<file path="config.mk">
export PLATFORM = sky130hd
export DESIGN_NAME = rx_mod_counter
export DESIGN_NICKNAME = d
export VERILOG_FILES = /design/src/rtl/rx_cnt_pkg.sv /design/src/rtl/rx_cnt_next.sv /design/src/rtl/rx_mod_counter.sv
export SDC_FILE = /design/constraint.sdc
export NUM_CORES = 1
export LEC_CHECK = 0
export CELL_PAD_IN_SITES_DETAIL_PLACEMENT = 0
export CELL_PAD_IN_SITES_GLOBAL_PLACEMENT = 1
export CORE_AREA = 2 2 39 41
export CTS_BUF_LIST = sky130_fd_sc_hd__clkbuf_8
export DETAILED_ROUTE_END_ITERATION = 8
export DIE_AREA = 0 0 41 43
export PLACE_DENSITY = 0.74
export SLEW_MARGIN = 15
export SYNTH_ARGS = -nofsm -noshare
export SYNTH_HDL_FRONTEND = slang
export SYNTH_SLANG_ARGS = --single-unit
</file>
<file path="constraint.sdc">
create_clock -name clk -period 1.85 [get_ports clk]
set_input_delay 0.555 -clock clk [delete_from_list [all_inputs] [get_ports clk]]
set_output_delay 0.555 -clock clk [all_outputs]
set_load 0.01 [all_outputs]
</file>
<file path="src/rtl/rx_cnt_pkg.sv">
// Shared types and constants for the rx_mod_counter family of event counters.
// Optional compare feature of rx_mod_counter is enabled with the RX_CNT_CMP_EN macro.
package rx_cnt_pkg;

  typedef enum logic [2:0] {
    OP_HOLD,
    OP_UP,
    OP_DOWN,
    OP_LOAD,
    OP_CLEAR
  } cnt_op_e;

  localparam int CNT_MODE_WRAP = 0;
  localparam int CNT_MODE_SAT  = 1;

endpackage

</file>
<file path="src/rtl/rx_cnt_next.sv">
// Combinational next-count unit: applies one decoded operation to the current count
// and flags steps that hit a bound (wrap or blocked saturation).
module rx_cnt_next
  import rx_cnt_pkg::*;
#(
  parameter int WIDTH     = 3,
  parameter int MAX_VAL   = (1 << WIDTH) - 1,
  parameter int SATURATE  = CNT_MODE_WRAP,
  parameter int RESET_VAL = 0
) (
  input  cnt_op_e          op,
  input  logic [WIDTH-1:0] count,
  input  logic [WIDTH-1:0] load_val,
  output logic [WIDTH-1:0] next_count,
  output logic             bound_hit
);

  // One extra bit keeps the bound comparison honest when MAX_VAL < 2**WIDTH-1.
  localparam logic [WIDTH:0] MAX_EXT = (WIDTH+1)'(MAX_VAL);

  logic [WIDTH:0] count_ext;
  logic [WIDTH:0] load_ext;

  assign count_ext = {1'b0, count};
  assign load_ext  = {1'b0, load_val};

  always_comb begin
    next_count = count;
    bound_hit  = 1'b0;
    case (op)
      OP_CLEAR: next_count = WIDTH'(RESET_VAL);
      OP_LOAD:  next_count = (load_ext > MAX_EXT) ? WIDTH'(MAX_EXT) : load_val;
      OP_UP: begin
        if (count_ext >= MAX_EXT) begin
          bound_hit  = 1'b1;
          next_count = (SATURATE == CNT_MODE_SAT) ? count : '0;
        end else begin
          next_count = WIDTH'(count_ext + (WIDTH+1)'(1));
        end
      end
      OP_DOWN: begin
        if (count_ext == '0) begin
          bound_hit  = 1'b1;
          next_count = (SATURATE == CNT_MODE_SAT) ? count : WIDTH'(MAX_EXT);
        end else begin
          next_count = WIDTH'(count_ext - (WIDTH+1)'(1));
        end
      end
      default: next_count = count;
    endcase
  end

endmodule

</file>
<file path="src/rtl/rx_mod_counter.sv">
// Parametrised up/down modulus counter with wrap/saturate, load, terminal-count pulse and sticky ovf.
// Define RX_CNT_CMP_EN to add the cmp_val/cmp_hit compare-match pulse.
module rx_mod_counter
  import rx_cnt_pkg::*;
#(
  parameter int WIDTH     = 3,
  parameter int MAX_VAL   = (1 << WIDTH) - 1,
  parameter int SATURATE  = CNT_MODE_WRAP,
  parameter int RESET_VAL = 0
) (
  input  logic             clk,
  input  logic             rst,
  input  logic             clear,
  input  logic             load,
  input  logic [WIDTH-1:0] load_val,
  input  logic             incr,
  input  logic             decr,
  input  logic             ovf_clr,
`ifdef RX_CNT_CMP_EN
  input  logic [WIDTH-1:0] cmp_val,
  output logic             cmp_hit,
`endif
  output logic [WIDTH-1:0] count,
  output logic             at_max,
  output logic             at_zero,
  output logic             tc,
  output logic             ovf
);

  if (WIDTH < 1) begin : g_bad_width
    $fatal(1, "rx_mod_counter: WIDTH must be >= 1");
  end
  if (MAX_VAL < 0 || MAX_VAL > (1 << WIDTH) - 1) begin : g_bad_max
    $fatal(1, "rx_mod_counter: MAX_VAL out of range");
  end
  if (RESET_VAL < 0 || RESET_VAL > MAX_VAL) begin : g_bad_reset
    $fatal(1, "rx_mod_counter: RESET_VAL out of range");
  end

  cnt_op_e          op;
  logic [WIDTH-1:0] next_count;
  logic             bound_hit;

  always_comb begin
    op = OP_HOLD;
    if (clear)              op = OP_CLEAR;
    else if (load)          op = OP_LOAD;
    else if (incr ^ decr)   op = incr ? OP_UP : OP_DOWN;
  end

  rx_cnt_next #(
    .WIDTH    (WIDTH),
    .MAX_VAL  (MAX_VAL),
    .SATURATE (SATURATE),
    .RESET_VAL(RESET_VAL)
  ) u_next (
    .op        (op),
    .count     (count),
    .load_val  (load_val),
    .next_count(next_count),
    .bound_hit (bound_hit)
  );

  always_ff @(posedge clk) begin
    if (rst) begin
      count <= WIDTH'(RESET_VAL);
      tc    <= 1'b0;
      ovf   <= 1'b0;
`ifdef RX_CNT_CMP_EN
      cmp_hit <= 1'b0;
`endif
    end else begin
      count <= next_count;
      tc    <= bound_hit;
      // A new overflow beats ovf_clr; clear beats everything.
      if (op == OP_CLEAR)  ovf <= 1'b0;
      else if (bound_hit)  ovf <= 1'b1;
      else if (ovf_clr)    ovf <= 1'b0;
`ifdef RX_CNT_CMP_EN
      cmp_hit <= (next_count == cmp_val) &&
                 ((next_count != count) || (op == OP_LOAD) || (op == OP_CLEAR));
`endif
    end
  end

  assign at_max  = (count == WIDTH'(MAX_VAL));
  assign at_zero = (count == '0);

endmodule
</file>
=== Word-level counts from Yosys, hierarchy flattened ===
Cells that the tools add are included.

* Register bits after elaboration: 5
* Bits of input ports: 10
* Output and inout bits: 7

* Add/sub/neg operators: 2
* Order comparisons: 2
* Equal/unequal tests: 5
* Mux-type cells: 13
* Bitwise operators: 1
* Reductions and logical operators: 5

{| class="wikitable"
|+ Operators by type and width
! kind !! count
|-
| 2-to-1 mux 3 bit || 4
|-
| case mux 3 bit (4 select lines) || 1
|-
| == test 3 x 2 -> 1 bit, second input constant || 2
|-
| == test 3 bit, second input constant || 2
|-
| 2-to-1 mux 2 bit || 3
|-
| logical NOT 4 bit || 1
|-
| 2-to-1 mux 1 bit || 4
|-
| nonzero test 4 bit || 1
|-
| adder 3 x 1 -> 3 bit, second input constant || 1
|-
| == test 3 x 1 -> 1 bit, second input constant || 1
|-
| >= comparator 3 bit, second input constant || 1
|-
| greater-than comparator 3 bit, second input constant || 1
|-
| logical NOT 3 bit || 1
|-
| subtractor 3 x 1 -> 3 bit, second input constant || 1
|-
| case mux 1 bit (2 select lines) || 1
|-
| nonzero test 2 bit || 1
|-
| OR reduction 2 bit || 1
|-
| bitwise XOR 1 bit || 1
|}

=== Depth between registers and ports, before layout ===
* Depth after elaboration: 7
* Depth in mapped cells: 6
* Mapped depth without buffers: 6

=== By module ===
Synthesis repeated with hierarchy kept, for this count alone.

* Cells, all modules: 54
* Area, all modules: 446.7 µm²

{| class="wikitable"
|+ Modules (own cells, without submodules)
! module !! times used !! cells each !! area an instance (µm²)
|-
| rx_cnt_next || 1 || 35 || 265.3
|-
| rx_mod_counter || 1 || 19 || 181.4
|}

=== Worst setup path after synthesis ===
OpenSTA, ideal clock, no wires.

* Kind: register to output
* From: reg count[0]
* To: out at_zero
* Data arrival time: 0.900 ns
* Path slack: 0.395 ns
* Stages on the path, launching flop included: 4
* Path buffers: 0
* Cells stage by stage: dfxtp_1 inv_1 ha_1 ha_1

* Word-level cells in the longest chain between the ends: 1

{| class="wikitable"
|+ Ends and longest elaborated chain
! item !! line !! source
|-
| from (decl) || rx_mod_counter.sv:23 || <nowiki>output logic [WIDTH-1:0] count,</nowiki>
|-
| from (signal assigned) || rx_mod_counter.sv:66 || <nowiki>count <= WIDTH'(RESET_VAL);</nowiki>
|-
| from (signal assigned) || rx_mod_counter.sv:73 || <nowiki>count <= next_count;</nowiki>
|-
| logical NOT 3 bit || rx_mod_counter.sv:87 || <nowiki>assign at_zero = (count == '0);</nowiki>
|-
| to (decl) || rx_mod_counter.sv:25 || <nowiki>output logic at_zero,</nowiki>
|}

Every way passes these cells.

=== Final worst setup path ===
* From: reg count[1]
* To: out at_max

* Word-level cells in the longest chain between the ends: 1

{| class="wikitable"
|+ Ends and longest elaborated chain
! item !! line !! source
|-
| == test 3 bit || rx_mod_counter.sv:86 || <nowiki>assign at_max = (count == WIDTH'(MAX_VAL));</nowiki>
|-
| to (decl) || rx_mod_counter.sv:24 || <nowiki>output logic at_max,</nowiki>
|}

Every way passes these cells.

==> results.yml <==
synth:
  synth_area_um2: 346.6
  synth_top_area_share_pct: 28.88
  synth.area.top_cells: "dfxtp_1 29%, ha_1 14%, o211ai_1 6.5%"
  synth_nets: 53
  synth-async-reset-ratio_pct: 0
  yosys_most_used_dff: "dfxtp_1"
  synth.largest_area_cell: "dfxtp_1"
  yosysUniqueCellTypes: 19
  yosysWarnings: 0
  synthTopCellsByCount: "5 x dfxtp_1, 5 x inv_1, 4 x ha_1, 4 x o21ai_0"
  synth_cells: 39
  synth.avg_cell_area_um2: 8.887
  synth_edf_count: 0
  synth_seq_cells: 5
  ys_seq_area_share_pct: 28.88
timing:
  hold_viol_final: 0
  fin_setup_tns_ns: 0
  rsz0062_at_grt: "false"
  skew_ns: 0.004443
  slew_violations: 0
  worst_pin_slew_ns: 0.3051
  setup_violations: 0
  relSlewSlack_pct: 79.60
  finalCritPeriodShare_pct: 97.02
  period_needed_ns: 1.795
  timing.fmax_mhz: 557.1
pwr:
  power_density_nw_per_um2: 650.5
  leakage_nw: 0.2543
  ir_drop_uv: 381.0
cts:
  clk_pin_slew_ns: 0.03
  clockRootBuffer: "clkbuf_8"
  cts_num_sinks: 5
  clock_latency_ns: 0.22
  cts_buffers: 3
  cts_tree: "yes"
  clk_path_buf_depth: 2
  hold_buffers: 0
  htree_levels: 1
  post_cts_buffers: 0
grt:
  grt_max_degree: 8
  grt_pass1_wl_um: 1662
  grt_usage_pct: 14.47
  grt_pass1_vias: 381
  antenna_found_initial: 0
  gr-total-overflow: 0
final_layout:
  antenna_cells: 0
  final_util_pct: 44.48
  num-nets-final: 80
  fillCellCount: 142
  area_growth_pct: 77.62
  multi_input_area_um2: 227.7
  seqCellArea_um2: 105.1
  drive_gt1_share_pct: 23.08
  instances_no_fill: 81
setup_path:
  critical_path.startpoint: "count[1]"
  critPathLaunchType: "register"
  arrival_ns: 1.24
  rr_worst_depth: 6
  setup.worst_path.end: "at_max"
  end_kind: "output pin"
  timing.rr.start: "count[0]"
  cp_max_fo: 5
  worstPathRequired_ns: 1.29
  r2r_slack_ns: 0.42
  worstReg2RegEnd: "count[2]"
  worstSetupPathType: "reg -> out"
route:
  wl_um: 1013
  drtAntennaViolNets: 0
  wl_per_cell_um: 12.51
  drtIter0Drc: 6
  first_pass_iters: 5
  drc: 0
  via_count: 409
  vias_per_cell: 5.049
placement:
  io_buffers: 16
  dp_hpwl_um: 744.6
  gp_congestion: 0.7856
  dpl.cell_count: 77
floorplanning:
  ioPinCount: 17
  core_um2: 1384
  dieArea_um2: 1763
  rows: 14
  die_h_um: 43
  die_w_um: 41
  start_util_pct: 25.05
min_path:
  worstHoldPathType: "reg -> reg"
status:
  status: "complete, no violations"
job:
  cap_violations: 0
==> worst min-delay path by stage <==
| stage | cells past startpoint | from | to | slack [ns] |
|---|---|---|---|---|
| 3_3_place_gp | 2 | ovf | ovf | 0.46 |
| 2_1_floorplan | 2 | ovf | ovf | 0.49 |
| 5_1_grt | 2 | ovf | ovf | 0.53 |
| 3_5_place_dp | 2 | ovf | ovf | 0.46 |
| 4_1_cts | 2 | ovf | ovf | 0.48 |
| 6_report | 2 | ovf | ovf | 0.47 |
==> registers in the layout, summed over array words and instances, names as in the netlist <==
name / cells
tc: 1
count: 3
ovf: 1
==> layout make-up <==
class / count / area share, %
clock buffers: 3 / 6.707
clock inverters: 1 / 0.6098
inverters: 5 / 3.049
well taps: 16 / 3.252
repair buffers: 22 / 32.32
multi-input cells: 29 / 36.99
flip-flops and latches: 5 / 17.07
==> metrics by stage <==
step | setup WS (ns) | hold slack [ns] | power, W | area [um2]
detailed placement | -0.08225 | 0.4601 | 0.0002062 | 571.8
CTS | 0.01377 | 0.4761 | 0.0004031 | 620.6
finish | 0.05511 | 0.4725 | 0.0004004 | 615.6
global route | 0.01245 | 0.5254 | 0.0004222 | 615.6
floorplan | 0.3945 | 0.4921 | 0.0001520 | 346.6
global placement | -0.08167 | 0.4630 | 0.0002069 | 571.8
==> power by group <==
group	internal (W)	total (W)	switching, W
Combinational	0.0000500	0.0000859	0.0000359
Clock	0.000142	0.000197	0.0000548
Sequential	0.000112	0.000117	0.00000508
Total	0.000305	0.000400	0.0000958
==> layer usage <==
metal / wire length, um / up-vias / GRT usage, % / part of all wire (%)
met1: 426 / 188 / 19.68 / 42
met3: 88 / 0 / 5.236 / 8.7
met4: 0 / 0 / 8.000 / 0
li1: - / 201 / - / -
met5: 0 / - / 0 / 0
met2: 498 / 20 / 19.06 / 49
==> cells in the final DEF, fill, tap and decap left out <==
cell type / synthesis / routed
nor2_1: 3 / 3
o22ai_1: 1 / 1
a21boi_1: 1 / 1
dfxtp_1: 5 / 3
clkbuf_2: 0 / 1
nand3b_1: 1 / 1
nor3b_1: 1 / 1
clkdlybuf4s50_1: 0 / 14
dfxtp_4: 0 / 1
o211ai_1: 3 / 3
a31oi_1: 2 / 2
nand2b_4: 1 / 1
a211o_1: 1 / 1
a311oi_1: 1 / 1
o21ai_0: 4 / 4
clkbuf_8: 0 / 3
dfxtp_2: 0 / 1
a31o_2: 1 / 1
inv_1: 5 / 6
nor2b_1: 1 / 1
nor4b_2: 1 / 1
dlygate4sd2_1: 0 / 1
buf_4: 0 / 6
nand2b_1: 2 / 2
ha_1: 4 / 4
a32oi_1: 1 / 1
==> timing repair <==
item                                    4_1_cts  5_1_grt
hold endpoints to repair                      0        0
endpoints found under the setup margin        3        1
gates resized for setup                       6        1
==> worst max-delay path, stage by stage (launching register included) <==
cell	delay [ns]
dfxtp_4	0.35
ha_1	0.18
ha_1	0.21
dlygate4sd2_1	0.29
==> cell families (layout without fill, tap and decap cells) <==
| group | Yosys count | in the layout | synth area share [%] |
|---|---|---|---|
| compound gates | 15 | 15 | 29.97 |
| fa+ha+maj | 4 | 4 | 14.44 |
| buf+inv | 5 | 31 | 5.416 |
| flops | 5 | 5 | 28.88 |
| simple gates | 10 | 10 | 21.30 |
No activity file was read; power rests on OpenSTA's default activity.
